===== config.mk =====
export PLATFORM = sky130hd
export DESIGN_NAME = piso_serializer
export DESIGN_NICKNAME = d
export VERILOG_FILES = /design/src/rtl/piso_serializer.sv
export SDC_FILE = /design/constraint.sdc
export NUM_CORES = 1
export LEC_CHECK = 0
export ABC_CLOCK_PERIOD_IN_PS = 1500
export BUFFER_PORTS_ARGS = -buffer_cell sky130_fd_sc_hd__buf_4
export CORE_AREA = 4 4 41 43
export CTS_BUF_LIST = sky130_fd_sc_hd__clkbuf_4
export CTS_CLUSTER_DIAMETER = 30
export CTS_CLUSTER_SIZE = 28
export DETAILED_ROUTE_END_ITERATION = 7
export DIE_AREA = 0 0 45 47
export GPL_TIMING_DRIVEN = 0
export PLACE_DENSITY = 0.63
export RECOVER_POWER = 50
export SYNTH_ARGS = -nofsm -noshare
export SYNTH_HDL_FRONTEND = slang
export SYNTH_SLANG_ARGS = --single-unit

===== constraint.sdc =====
create_clock -name clk -period 1.5 [get_ports clk]
set_input_delay 0.075 -clock clk [delete_from_list [all_inputs] [get_ports clk]]
set_output_delay 0.075 -clock clk [all_outputs]
set_load 0.05 [all_outputs]

===== src/rtl/piso_serializer.sv =====
// Parallel-in serial-out transmitter: accepts a WIDTH-bit word over valid/ready
// and shifts it out one bit per clock with valid and last-bit markers.
module piso_serializer #(
  parameter int WIDTH     = 4,
  parameter bit LSB_FIRST = 1'b1
) (
  input  logic             clk,
  input  logic             rst,
  input  logic [WIDTH-1:0] din,
  input  logic             load_valid,
  output logic             load_ready,
  output logic             sout,
  output logic             sout_valid,
  output logic             sout_last,
  output logic             busy
);

  localparam int CW = $clog2(WIDTH + 1);

  typedef enum logic {
    IDLE,
    SHIFT
  } state_e;

  state_e           state_q, state_d;
  logic [WIDTH-1:0] shift_q, shift_d;
  logic [CW-1:0]    cnt_q, cnt_d;
  logic             last_bit;
  logic             accept;

  // Ready is derived only from state registers, so there is no combinational
  // path from din/load_valid to any output.
  assign last_bit   = (state_q == SHIFT) && (cnt_q == CW'(WIDTH));
  assign load_ready = (state_q == IDLE) || last_bit;
  assign accept     = load_valid && load_ready;

  always_comb begin
    // NOTE: every signal gets a default first so no path leaves it unassigned
    // and no latch is inferred.
    state_d = state_q;
    shift_d = shift_q;
    cnt_d   = cnt_q;
    unique case (state_q)
      IDLE: begin
        if (accept) begin
          state_d = SHIFT;
          shift_d = din;
          cnt_d   = CW'(1);
        end
      end
      SHIFT: begin
        if (last_bit) begin
          if (accept) begin
            shift_d = din;
            cnt_d   = CW'(1);
          end else begin
            // Clearing the shift register keeps sout at 0 while idle.
            state_d = IDLE;
            shift_d = '0;
            cnt_d   = '0;
          end
        end else begin
          if (LSB_FIRST) shift_d = shift_q >> 1;
          else           shift_d = shift_q << 1;
          cnt_d = cnt_q + CW'(1);
        end
      end
      default: begin
        state_d = IDLE;
        shift_d = '0;
        cnt_d   = '0;
      end
    endcase
  end

  // NOTE: sequential state uses non-blocking assignments so every register
  // samples its pre-edge value.
  always_ff @(posedge clk or negedge rst) begin
    if (!rst) begin
      state_q <= IDLE;
      shift_q <= '0;
      cnt_q   <= '0;
    end else begin
      state_q <= state_d;
      shift_q <= shift_d;
      cnt_q   <= cnt_d;
    end
  end

  assign sout       = LSB_FIRST ? shift_q[0] : shift_q[WIDTH-1];
  assign sout_valid = (state_q == SHIFT);
  assign sout_last  = last_bit;
  assign busy       = (state_q == SHIFT);

endmodule


After elaboration in Yosys (flattened, before gate mapping). Cells that the tools add are included.

Register bits: 8. Input port bits: 7. Logic and storage cells: 21.

$add $sub $neg: 1. Eq/ne operators: 2. Multiplexer cells: 11. Bitwise logic cells: 1. Reductions and logical operators: 3.

Operator list (count): $mux 4 (3); $pmux 4 s2 (1); $mux 3 (2); $pmux 3 s2 (1); $add 3x1->3 const B (1); $eq 3x3->1 const B (1); $mux 1 (3); $logic_and 1x1->1 (2); $ne 2x2->1 const B (1); $pmux 1 s2 (1); $logic_or 1x1->1 (1); $not 1->1 (1).

Depth between registers and ports, before layout. Gate-level depths: netlist (run 1).

Depth in word-level cells: 7. Gate-level depth with buffers: 5. Mapped depth without buffers: 5.

Least setup slack after synthesis (run 1). OpenSTA, ideal clock, no wires.

Path type: reg2reg. From: reg state_q, in the netlist busy. To: reg cnt_q[0]. Setup time: 0.124 ns. Arrival: 1.425 ns. Required time: 1.376 ns. Slack: -0.049 ns. Cell stages (with the launch flop): 5. Period minus slack after synthesis: 1.549 ns. Cells stage by stage: dfrtp_1 -> buf_6 -> a21boi_4 -> or2_4 -> a211o_1.

Word-level cells in the longest chain between the ends: 6. Elaborated cells on any way between the ends: 8. Classes of those cells: eq/ne: 1; mux: 3; bitwise: 1; reduce/logical: 3.

Ends and longest elaborated chain: start: declaration (line 25) `state_e state_q, state_d;`; start signal: assignment (line 84) `state_q <= state_d;`; $logic_and 1x1->1 or $not 1->1 (tied branches); $logic_or 1x1->1 (line 34) `assign load_ready = (state_q == IDLE) || last_bit;`; $logic_and 1x1->1 (line 35) `assign accept = load_valid && load_ready;`; $mux 1 (line 53) `if (accept) begin`; $mux 3 (line 52) `if (last_bit) begin`; $pmux 3 s2 (line 43) `unique case (state_q)`; end signal: assignment (line 86) `cnt_q <= cnt_d;`; end: declaration (line 27) `logic [CW-1:0] cnt_q, cnt_d;`.

Parallel ways exist; a longest one is shown, timed or not. A chain may end at the register's enable or synchronous reset.

Worst setup path after layout (run 1).
From: reg cnt_q[0]. To: reg cnt_q[0].

Word-level cells in the longest chain between the ends: 7. Elaborated cells on any way between the ends: 9. Classes of those cells: add/sub: 1; eq/ne: 2; mux: 3; reduce/logical: 3.

Ends and longest elaborated chain: $eq 3x3->1 (line 33) `assign last_bit = (state_q == SHIFT) && (cnt_q == CW'(WIDTH));`; $logic_and 1x1->1 (line 33); $logic_or 1x1->1 (line 34); $logic_and 1x1->1 (line 35); $mux 1 (line 53); $mux 3 (line 52); $pmux 3 s2 (line 43).

Parallel ways exist; a longest one is shown, timed or not.

==> impl_metrics.json, run 1 <==
{
  "finalHoldViolCount": 0,
  "p_sw_share_pct": 41.6,
  "finClkSkew_ns": 0.00916,
  "yosysSeqAreaShare_pct": 44.6,
  "p_leak_nw": 0.313,
  "combinationalPowerShare_pct": 54.1,
  "ys_seq_elements": 8,
  "io_pins": 12,
  "diodes": 0,
  "p_total_mw": 1.22,
  "synthCells": 40,
  "crit_slowest_cell": "dfrtp_1",
  "start_kind": "flip-flop",
  "rr_startpoint": "cnt_q[0]",
  "wl_per_cell_um": 12.2,
  "fin_crit_ns": 1.41,
  "drive_gt1_share_pct": 39.7,
  "rows": 13,
  "synth_area_leader_cell": "dfrtp_1",
  "reg2reg_slack_ns": 0.09,
  "min_path_type": "in2reg",
  "stdcell_area_sq_um": 608,
  "cts_tree": "built",
  "worstMarginPinSlew_ns": 0.595,
  "worstSetupPathType": "reg2reg",
  "cts_root_buf": "clkbuf_4",
  "pwr-share-clk_pct": 16.6,
  "grt_max_degree": 11,
  "final_net_count": 68,
  "crit_required_ns": 1.64,
  "worstSkewPairLatency_ns": 0.26,
  "initial_core_util_pct": 34.5,
  "cts_made_buffers": 3,
  "initialDrtViolationCount": 7,
  "path_cells": "inv_1 -> ha_4 -> a21boi_4 -> or2_4 -> a211o_1",
  "overflow": 0,
  "firstDrtPassIters": 4,
  "status": "complete, no violations",
  "worst-path-buf-inv": 1,
  "grt_pass1_wl_mm": 1.33,
  "port_buffers": 10,
  "htreeDepth": 1,
  "fin_crit_sh_pct": 94.0,
  "coreArea_sq_um": 1300,
  "slew_headroom_pct": 60.5,
  "irDropWorstVdd_mv": 0.649,
  "fp.dieH_um": 47,
  "yosysTopAreaCellShare_pct": 44.6,
  "clock_sinks": 8,
  "setup_tns_ns": 0,
  "synth_nets": 49,
  "drc_errors": 0,
  "drtAntennaViolNets": 0,
  "cap_viol_max_count": 0,
  "p_sw_mw": 0.509,
  "critPathArrivalTime_ns": 1.55,
  "setup_violations": 0,
  "max_freq_ghz": 0.709,
  "grt_pass1_vias": 289,
  "place_area_sq_um": 544,
  "power_density_nw_per_um2": 2010,
  "postRouteWirelength_um": 888,
  "pwr-share-seq_pct": 29.4,
  "synthTopCellsByArea": "dfrtp_1 (45%), mux2i_1 (13%), ha_1 (5.6%), a22oi_1 (5.0%), buf_6 (5.0%)",
  "clk_pin_slew_ns": 0.06,
  "end_kind": "flip-flop",
  "detailed_place_hpwl_um": 619,
  "rsz0062_at_grt": "false",
  "min-delay-start": "load_valid",
  "vias": 357,
  "gp_congestion": 0.663,
  "synth_area_sq_um": 449,
  "yosys_warnings": 0,
  "die_x_um": 45,
  "grt_usage_pct": 9.72,
  "cp_top_family": "flip-flops",
  "path_max_fanout": 5,
  "fill_cells": 127,
  "clk_path_buf_depth": 2,
  "die_area_sq_um": 2120,
  "routed_via_density": 4.89,
  "yosysUniqueCellTypes": 16,
  "antenna_found_initial": 0,
  "slew_viol_final": 0,
  "critical-path-max-stage-delay_ns": 0.38,
  "cp-startpoint": "cnt_q[0]",
  "area_delta_synth_final_pct": 35.4,
  "internal-power_mw": 0.715,
  "synth_area_per_cell_sq_um": 11.2,
  "utilization_pct": 46.7
}
## cell type report
class | count | area, sq um | area share (%)
Sequential cell | 8 | 201 | 33.1
Inverter | 3 | 11.3 | 1.85
Buffer | 3 | 30.0 | 4.94
Tap cell | 15 | 18.8 | 3.09
Clock buffer | 4 | 30.0 | 4.94
Timing Repair Buffer | 14 | 96.3 | 15.8
Multi-Input combinational cell | 26 | 220 | 36.2
## power by group through the flow
stage	combinational (mW)	sequential (mW)	clock, mW
floorplan	0.405	0.400	0
global route	0.716	0.372	0.224
global placement	0.572	0.360	0
finish	0.662	0.359	0.203
CTS	0.587	0.362	0.210
detailed placement	0.585	0.365	0
## worst reg2reg max path: cells and delay by family, from the launching register on
| family | cells | cell delay [ns] |
|---|---|---|
| flops | 1 | 0.38 |
| fa+ha+maj | 1 | 0.18 |
| simple gates | 1 | 0.24 |
| compound gates | 2 | 0.35 |
| buf+inv | 1 | 0.14 |
## layer usage
layer	track usage (%)	vias up	wire, um	part of all wire [%]
li1	-	179	-	-
met1	11.4	166	416	47
met2	12.7	10	395	44
met3	4.98	2	68	7.7
met4	8.77	0	8	0.90
met5	0	-	0	0
## state kept, by name, summed over array words and instances, names as in the netlist
| signal | cells |
|---|---|
| cnt_q | 3 |
| busy | 1 |
| shift_q | 4 |
## what timing repair did
item,in CTS,in global routing
setup buffers,0,3
hold buffers,1,0
hold endpoints to repair,8,0
endpoints found under the setup margin,1,3
pin swaps,1,1
resized for setup,0,2
## layout by cell type (no fill, tap or decap)
master and count:
and3_2 2, buf_6 2, nand2b_1 1, a21boi_4 1, buf_4 11, a211o_1 1
mux2i_1 6, dfrtp_1 7, clkbuf_1 3, clkbuf_4 4, o21ai_0 4, ha_4 1
nand2_1 2, or2_4 1, ha_1 1, a22oi_1 3, nor2_1 2, o31ai_1 1
dlygate4sd3_1 1, dfrtp_2 1, inv_1 3
## through the flow
step,cells,hold slack (ns),worst slack (ns)
5_1_grt,73,0.0299,0.0278
2_1_floorplan,40,-0.221,0.0547
3_3_place_gp,65,-0.0999,0.0354
3_5_place_dp,65,-0.101,0.0116
6_report,73,0.0343,0.0901
4_1_cts,70,0.0300,0.00395
## cell usage after synthesis, drive strengths merged
master / count
a211o: 1
a21boi: 1
a22oi: 3
and3: 2
buf: 3
dfrtp: 8
ha: 2
inv: 3
mux2i: 6
nand2: 2
nand2b: 1
nor2: 2
o21ai: 4
o31ai: 1
or2: 1
## logic make-up after synthesis
| logic type | count (synthesis) | synth area share [%] |
|---|---|---|
| multiplexers | 6 | 13.4 |
| buffers and inverters | 6 | 9.19 |
| AND/OR/NAND/NOR | 8 | 10.0 |
| adder cells (fa/ha/maj) | 2 | 5.57 |
| flip-flops | 8 | 44.6 |
| AO/OA/AOI/OAI | 10 | 17.3 |
## final timing paths
kind                       cells past startpoint          to
min reg2reg                                    2  shift_q[1]
max in group asynchronous                      2        busy
max reg2reg                                    5    cnt_q[0]
min in group asynchronous                      2  shift_q[0]
min                                            2    cnt_q[1]
max                                            5    cnt_q[0]
No activity file was read; power rests on OpenSTA's default activity.
==> run 2: changes to the inputs <==
Settings changed: CORE_AREA 4 4 41 43 to 3 3 40 42, DIE_AREA 0 0 45 47 to 0 0 43 45.
==> run 2 against run 1 <==
Wire length shrank 4.4%. Die area shrank 8.5%. Final area shrank 4.1%. Total power shrank 5.9%. Highest routed layer is now met3.
==> impl_metrics.json, run 2 (same netlist as run 1, synthesis figures left out) <==
{
  "area_delta_synth_final_pct": 29.8,
  "worst_hold_slack_ns": 0.0415,
  "start_kind": "flip-flop",
  "initial_core_util_pct": 35.0,
  "clk_path_buf_depth": 2,
  "critPathArrivalTime_ns": 1.57,
  "slew_viol_final": 0,
  "wl_per_cell_um": 12.0,
  "worst-path-buf-inv": 1,
  "cts_root_buf": "clkbuf_4",
  "worstSetupPathType": "reg2reg",
  "setup_violations": 0,
  "worstSkewPairLatency_ns": 0.26,
  "finalHoldViolCount": 0,
  "overflow": 0,
  "path_cells": "inv_1 -> ha_2 -> a21boi_4 -> or2_4 -> a211o_1",
  "cts_tree": "built",
  "drive_gt1_share_pct": 37.5,
  "largest_reg_flops": 4,
  "setup_tns_ns": 0,
  "fin_crit_ns": 1.44,
  "postRouteWirelength_um": 849,
  "port_buffers": 10,
  "p_sw_mw": 0.483,
  "htreeDepth": 1,
  "min_path_type": "in2reg",
  "max_freq_ghz": 0.694,
  "pwr-share-seq_pct": 31.3,
  "crit_slowest_cell": "dfrtp_1",
  "utilization_pct": 45.4,
  "grt_max_degree": 11,
  "finClkSkew_ns": 0.0104,
  "cp_top_family": "flip-flops",
  "firstDrtPassIters": 4,
  "coreArea_sq_um": 1280,
  "crit_required_ns": 1.63,
  "clk_pin_slew_ns": 0.06,
  "gp_congestion": 0.668,
  "grt_pass1_vias": 321,
  "pwr-share-clk_pct": 17.2,
  "p_total_mw": 1.15,
  "vias": 343,
  "drtAntennaViolNets": 0,
  "fp.dieH_um": 45,
  "drc_errors": 0,
  "power_density_nw_per_um2": 1970,
  "final_cell_mix": "buf_4 (9), dfrtp_1 (7), mux2i_1 (6)",
  "routed_via_density": 4.83,
  "slew_headroom_pct": 60.7,
  "initialDrtViolationCount": 8,
  "irDropWorstVdd_mv": 0.718,
  "die_x_um": 43,
  "p_leak_nw": 0.303,
  "regMostFlops": "shift_q",
  "die_area_sq_um": 1940,
  "fin_crit_sh_pct": 96.1,
  "worstMarginPinSlew_ns": 0.592,
  "internal-power_mw": 0.668,
  "path_max_fanout": 4,
  "final_net_count": 66,
  "critical-path-max-stage-delay_ns": 0.39,
  "grt_pass1_wl_mm": 1.50,
  "clock_sinks": 8,
  "status": "complete, no violations",
  "rows": 13,
  "antenna_found_initial": 0,
  "diodes": 0,
  "combinationalPowerShare_pct": 51.5,
  "grt_usage_pct": 11.3,
  "io_pins": 12,
  "cap_viol_max_count": 0,
  "final_common_cell": "buf_4",
  "cts_made_buffers": 3,
  "p_sw_share_pct": 41.9,
  "end_kind": "flip-flop"
}
## run 2: final cells by class
type	instances	area [sq um]
Buffer	3	30.0
Clock buffer	4	30.0
Fill cell	128	702
Inverter	3	11.3
Multi-Input combinational cell	26	210
Sequential cell	8	201
Tap cell	15	18.8
Timing Repair Buffer	12	81.3
## run 2: repair_timing
item | CTS | global route
endpoints found under the setup margin | 1 | 3
cloned | 0 | 0
hold buffers | 1 | 0
endpoints found under the hold margin | 8 | 0
gates resized for setup | 0 | 1
pin swaps | 1 | 1
buffers inserted | 0 | 1
## run 2: layer usage
layer  up-vias  share of wire, %  global-route usage (%)
li1        175                 -                       -
met1       157                48                    14.5
met2        11                43                    15.0
met3         0               9.0                    6.77
met4         0                 0                    5.42
met5         -                 0                       0
## run 2: power by group through the flow
stage	Combinational (mW)	Sequential, mW	Clock (mW)
floorplan	0.405	0.400	0
global placement	0.576	0.362	0
detailed placement	0.584	0.365	0
CTS	0.587	0.363	0.208
global route	0.650	0.376	0.225
finish	0.593	0.360	0.198
## run 2: final timing paths
path | start | end | slack [ns] | depth (start not counted)
worst max-delay path | cnt_q[0] | cnt_q[0] | 0.06 | 5
worst min-delay path | load_valid | cnt_q[1] | 0.04 | 2
worst max register to register | cnt_q[0] | cnt_q[0] | 0.06 | 5
worst min register to register | shift_q[1] | shift_q[0] | 0.51 | 2
max in group asynchronous | rst | busy | 0.89 | 2
min in group asynchronous | rst | cnt_q[2] | 0.27 | 2
## run 2: stage by stage
| stage | setup slack [ns] | cells | area [sq um] |
|---|---|---|---|
| final | 0.0588 | 71 | 583 |
| after detailed placement | 0.0168 | 65 | 544 |
| after floorplan | 0.0547 | 40 | 450 |
| after CTS | 0.00413 | 70 | 584 |
| after global placement | 0.0341 | 65 | 544 |
| after global routing | -0.00383 | 71 | 583 |
==> run 3: changes to the inputs <==
Settings changed: ABC_AREA set to 1, PLACE_DENSITY 0.63 to 0.64.
==> run 3 against run 2 <==
Critical path depth did not move. Synthesized cell count rose by 30%. Sequential power rose by 2%. Synthesized area rose by 2.8%. Cell count rose by 15%. Hold slack improved by 0.018 ns. Final area rose by 2.4%. Largest power group unchanged.
==> impl_metrics.json, run 3 <==
{
  "status": "complete, no violations",
  "fp.dieH_um": 45,
  "overflow": 0,
  "antenna_found_initial": 0,
  "irDropWorstVdd_mv": 0.995,
  "grt_pass1_wl_mm": 1.46,
  "htreeDepth": 1,
  "p_leak_nw": 0.317,
  "area_delta_synth_final_pct": 29.3,
  "synth_edf_count": 0,
  "port_buffers": 11,
  "detailed_place_hpwl_um": 679,
  "yosysSeqAreaShare_pct": 43.4,
  "coreArea_sq_um": 1280,
  "setup_violations": 0,
  "slew_headroom_pct": 60.1,
  "post_cts_buffers": 0,
  "power_density_nw_per_um2": 2120,
  "min_path_type": "in2reg",
  "synth_area_per_cell_sq_um": 8.88,
  "crit_required_ns": 1.42,
  "die_x_um": 43,
  "final_net_count": 78,
  "cp-startpoint": "cnt_q[0]",
  "initialDrtViolationCount": 4,
  "synth_area_leader_cell": "dfrtp_1",
  "grt_pass1_vias": 333,
  "cts_tree": "built",
  "firstDrtPassIters": 4,
  "synthXorXnorAreaFrac_pct": 0,
  "largest_reg_flops": 4,
  "die_area_sq_um": 1940,
  "worstSkewPairLatency_ns": 0.25,
  "wl_per_cell_um": 10.5,
  "clk_path_buf_depth": 2,
  "cts_made_buffers": 3,
  "max_freq_ghz": 0.717,
  "fin_crit_sh_pct": 92.9,
  "synthCells": 52,
  "min-delay-start": "din[3]",
  "synth_area_sq_um": 462,
  "clk_pin_slew_ns": 0.06,
  "cap_viol_max_count": 0,
  "setup_tns_ns": 0,
  "p_total_mw": 1.27,
  "finClkSkew_ns": 0.00705,
  "rr_startpoint": "cnt_q[0]",
  "rows": 13,
  "yosysUniqueCellTypes": 16,
  "synth_compound_area_share_pct": 12.7,
  "path_max_fanout": 6,
  "yosys_warnings": 0,
  "grt_max_degree": 10,
  "worstSetupPathType": "reg2out",
  "clock_sinks": 8,
  "drtAntennaViolNets": 0,
  "yosys.area_share.simple_pct": 27.6,
  "yosysTopAreaCellShare_pct": 43.4,
  "crit_slowest_cell": "dfrtp_1",
  "routed_via_density": 4.45,
  "end_kind": "output pin",
  "finalHoldViolCount": 0,
  "ys_seq_elements": 8,
  "regMostFlops": "shift_q",
  "initial_core_util_pct": 35.9,
  "postRouteWirelength_um": 863,
  "drc_errors": 0,
  "start_kind": "flip-flop",
  "fin_crit_ns": 1.39,
  "synth_top_family_by_area": "simple AND/OR/NAND/NOR gates",
  "vias": 365,
  "synthArstFlopShare_pct": 100,
  "synth_fa_ha_area_share_pct": 5.42,
  "synth_commonest_cells": "nand2_1 (10), dfrtp_1 (8), nand3_1 (7)",
  "drive_gt1_share_pct": 40.3,
  "diodes": 0,
  "final_common_cell": "nand2_1",
  "synth_nets": 61,
  "cts_root_buf": "clkbuf_4",
  "io_pins": 12,
  "synthTopCellsByArea": "dfrtp_1 (43%), nand2_1 (8.1%), nand3_1 (7.6%), nand2_4 (7.3%), a21oi_2 (5.7%)",
  "yosysMostFrequentCell": "nand2_1",
  "gp_congestion": 0.723,
  "critPathArrivalTime_ns": 1.32,
  "worstMarginPinSlew_ns": 0.601,
  "critical-path-max-stage-delay_ns": 0.39,
  "path_cells": "inv_2 -> ha_2 -> nand2_2 -> nand2_4 -> buf_6",
  "synth_mux_area_share_pct": 0,
  "synth_ff_type": "dfrtp_1",
  "final_cell_mix": "nand2_1 (10), dfrtp_1 (8), nand3_1 (7), buf_4 (7), inv_1 (4)",
  "grt_usage_pct": 10.7,
  "slew_viol_final": 0,
  "rsz0062_at_grt": "false"
}
==> run 3: cell types whose count changed after synthesis, sizes merged, moves of 2 or more <==
cell / delta
nand3: +7
and3: -2
a21oi: +5
inv: +4
a22oi: -3
nand2: +12
nor2: +2
mux2i: -6
==> run 3: per-stage QoR <==
step	setup WS, ns	instance area, sq um	utilization (%)	hold WS (ns)	std cells
finish	0.106	597	46.4	0.0598	82
global route	0.0203	597	46.4	0.0736	82
CTS	0.0181	602	46.8	0.0569	82
detailed placement	0.280	566	44.0	-0.0967	78
global placement	0.289	566	44.0	-0.0990	78
floorplan	0.0986	464	-	-0.221	52
==> run 3: final cells by class <==
| class | count | area, sq um |
|---|---|---|
| plain buffers | 2 | 18.8 |
| clock buffers | 3 | 22.5 |
| fillers | 141 | 688 |
| flip-flops and latches | 8 | 200 |
| well taps | 15 | 18.8 |
| inverters | 7 | 31.3 |
| multi-input cells | 35 | 216 |
| repair buffers | 12 | 88.8 |
==> run 3: worst max-delay path, delay by kind of cell (launching register included) <==
| kind | cells | cell delay, ns |
|---|---|---|
| simple gates | 2 | 0.23 |
| flops | 1 | 0.39 |
| buf+inv | 2 | 0.25 |
| fa+ha+maj | 1 | 0.19 |
==> run 3: worst paths after layout <==
check	end	slack, ns	cells after the start
min in group asynchronous	shift_q[0]	0.27	2
worst max-delay path	load_ready	0.11	5
worst min register to register	shift_q[2]	0.52	2
worst max register to register	cnt_q[0]	0.32	7
max in group asynchronous	cnt_q[1]	0.91	2
worst min-delay path	shift_q[3]	0.06	3
==> run 3: repair_timing <==
item	4_1_cts	5_1_grt
gates resized for setup	1	3
endpoints found under the hold margin	8	0
hold buffers	1	0
endpoints found under the setup margin	1	2
==> run 3: metal layers <==
layer / vias up / global-route usage [%] / part of all wire [%]
li1: 196 / - / -
met4: 0 / 5.42 / 0
met2: 13 / 16.8 / 49
met5: - / 0 / 0
met3: 0 / 5.18 / 6.1
met1: 156 / 12.3 / 45
==> run 3: kinds of logic (layout without fill, tap and decap cells) <==
family,after synthesis,count (layout)
compound gates,8,8
buf+inv,9,24
flops,8,8
simple gates,25,25
fa+ha+maj,2,2
==> run 3: report_power, final <==
group | total, mW | internal, mW | switching [mW]
registers | 0.366 | 0.307 | 0.0589
clock network | 0.163 | 0.0914 | 0.0711
logic | 0.739 | 0.266 | 0.473
total | 1.27 | 0.665 | 0.603
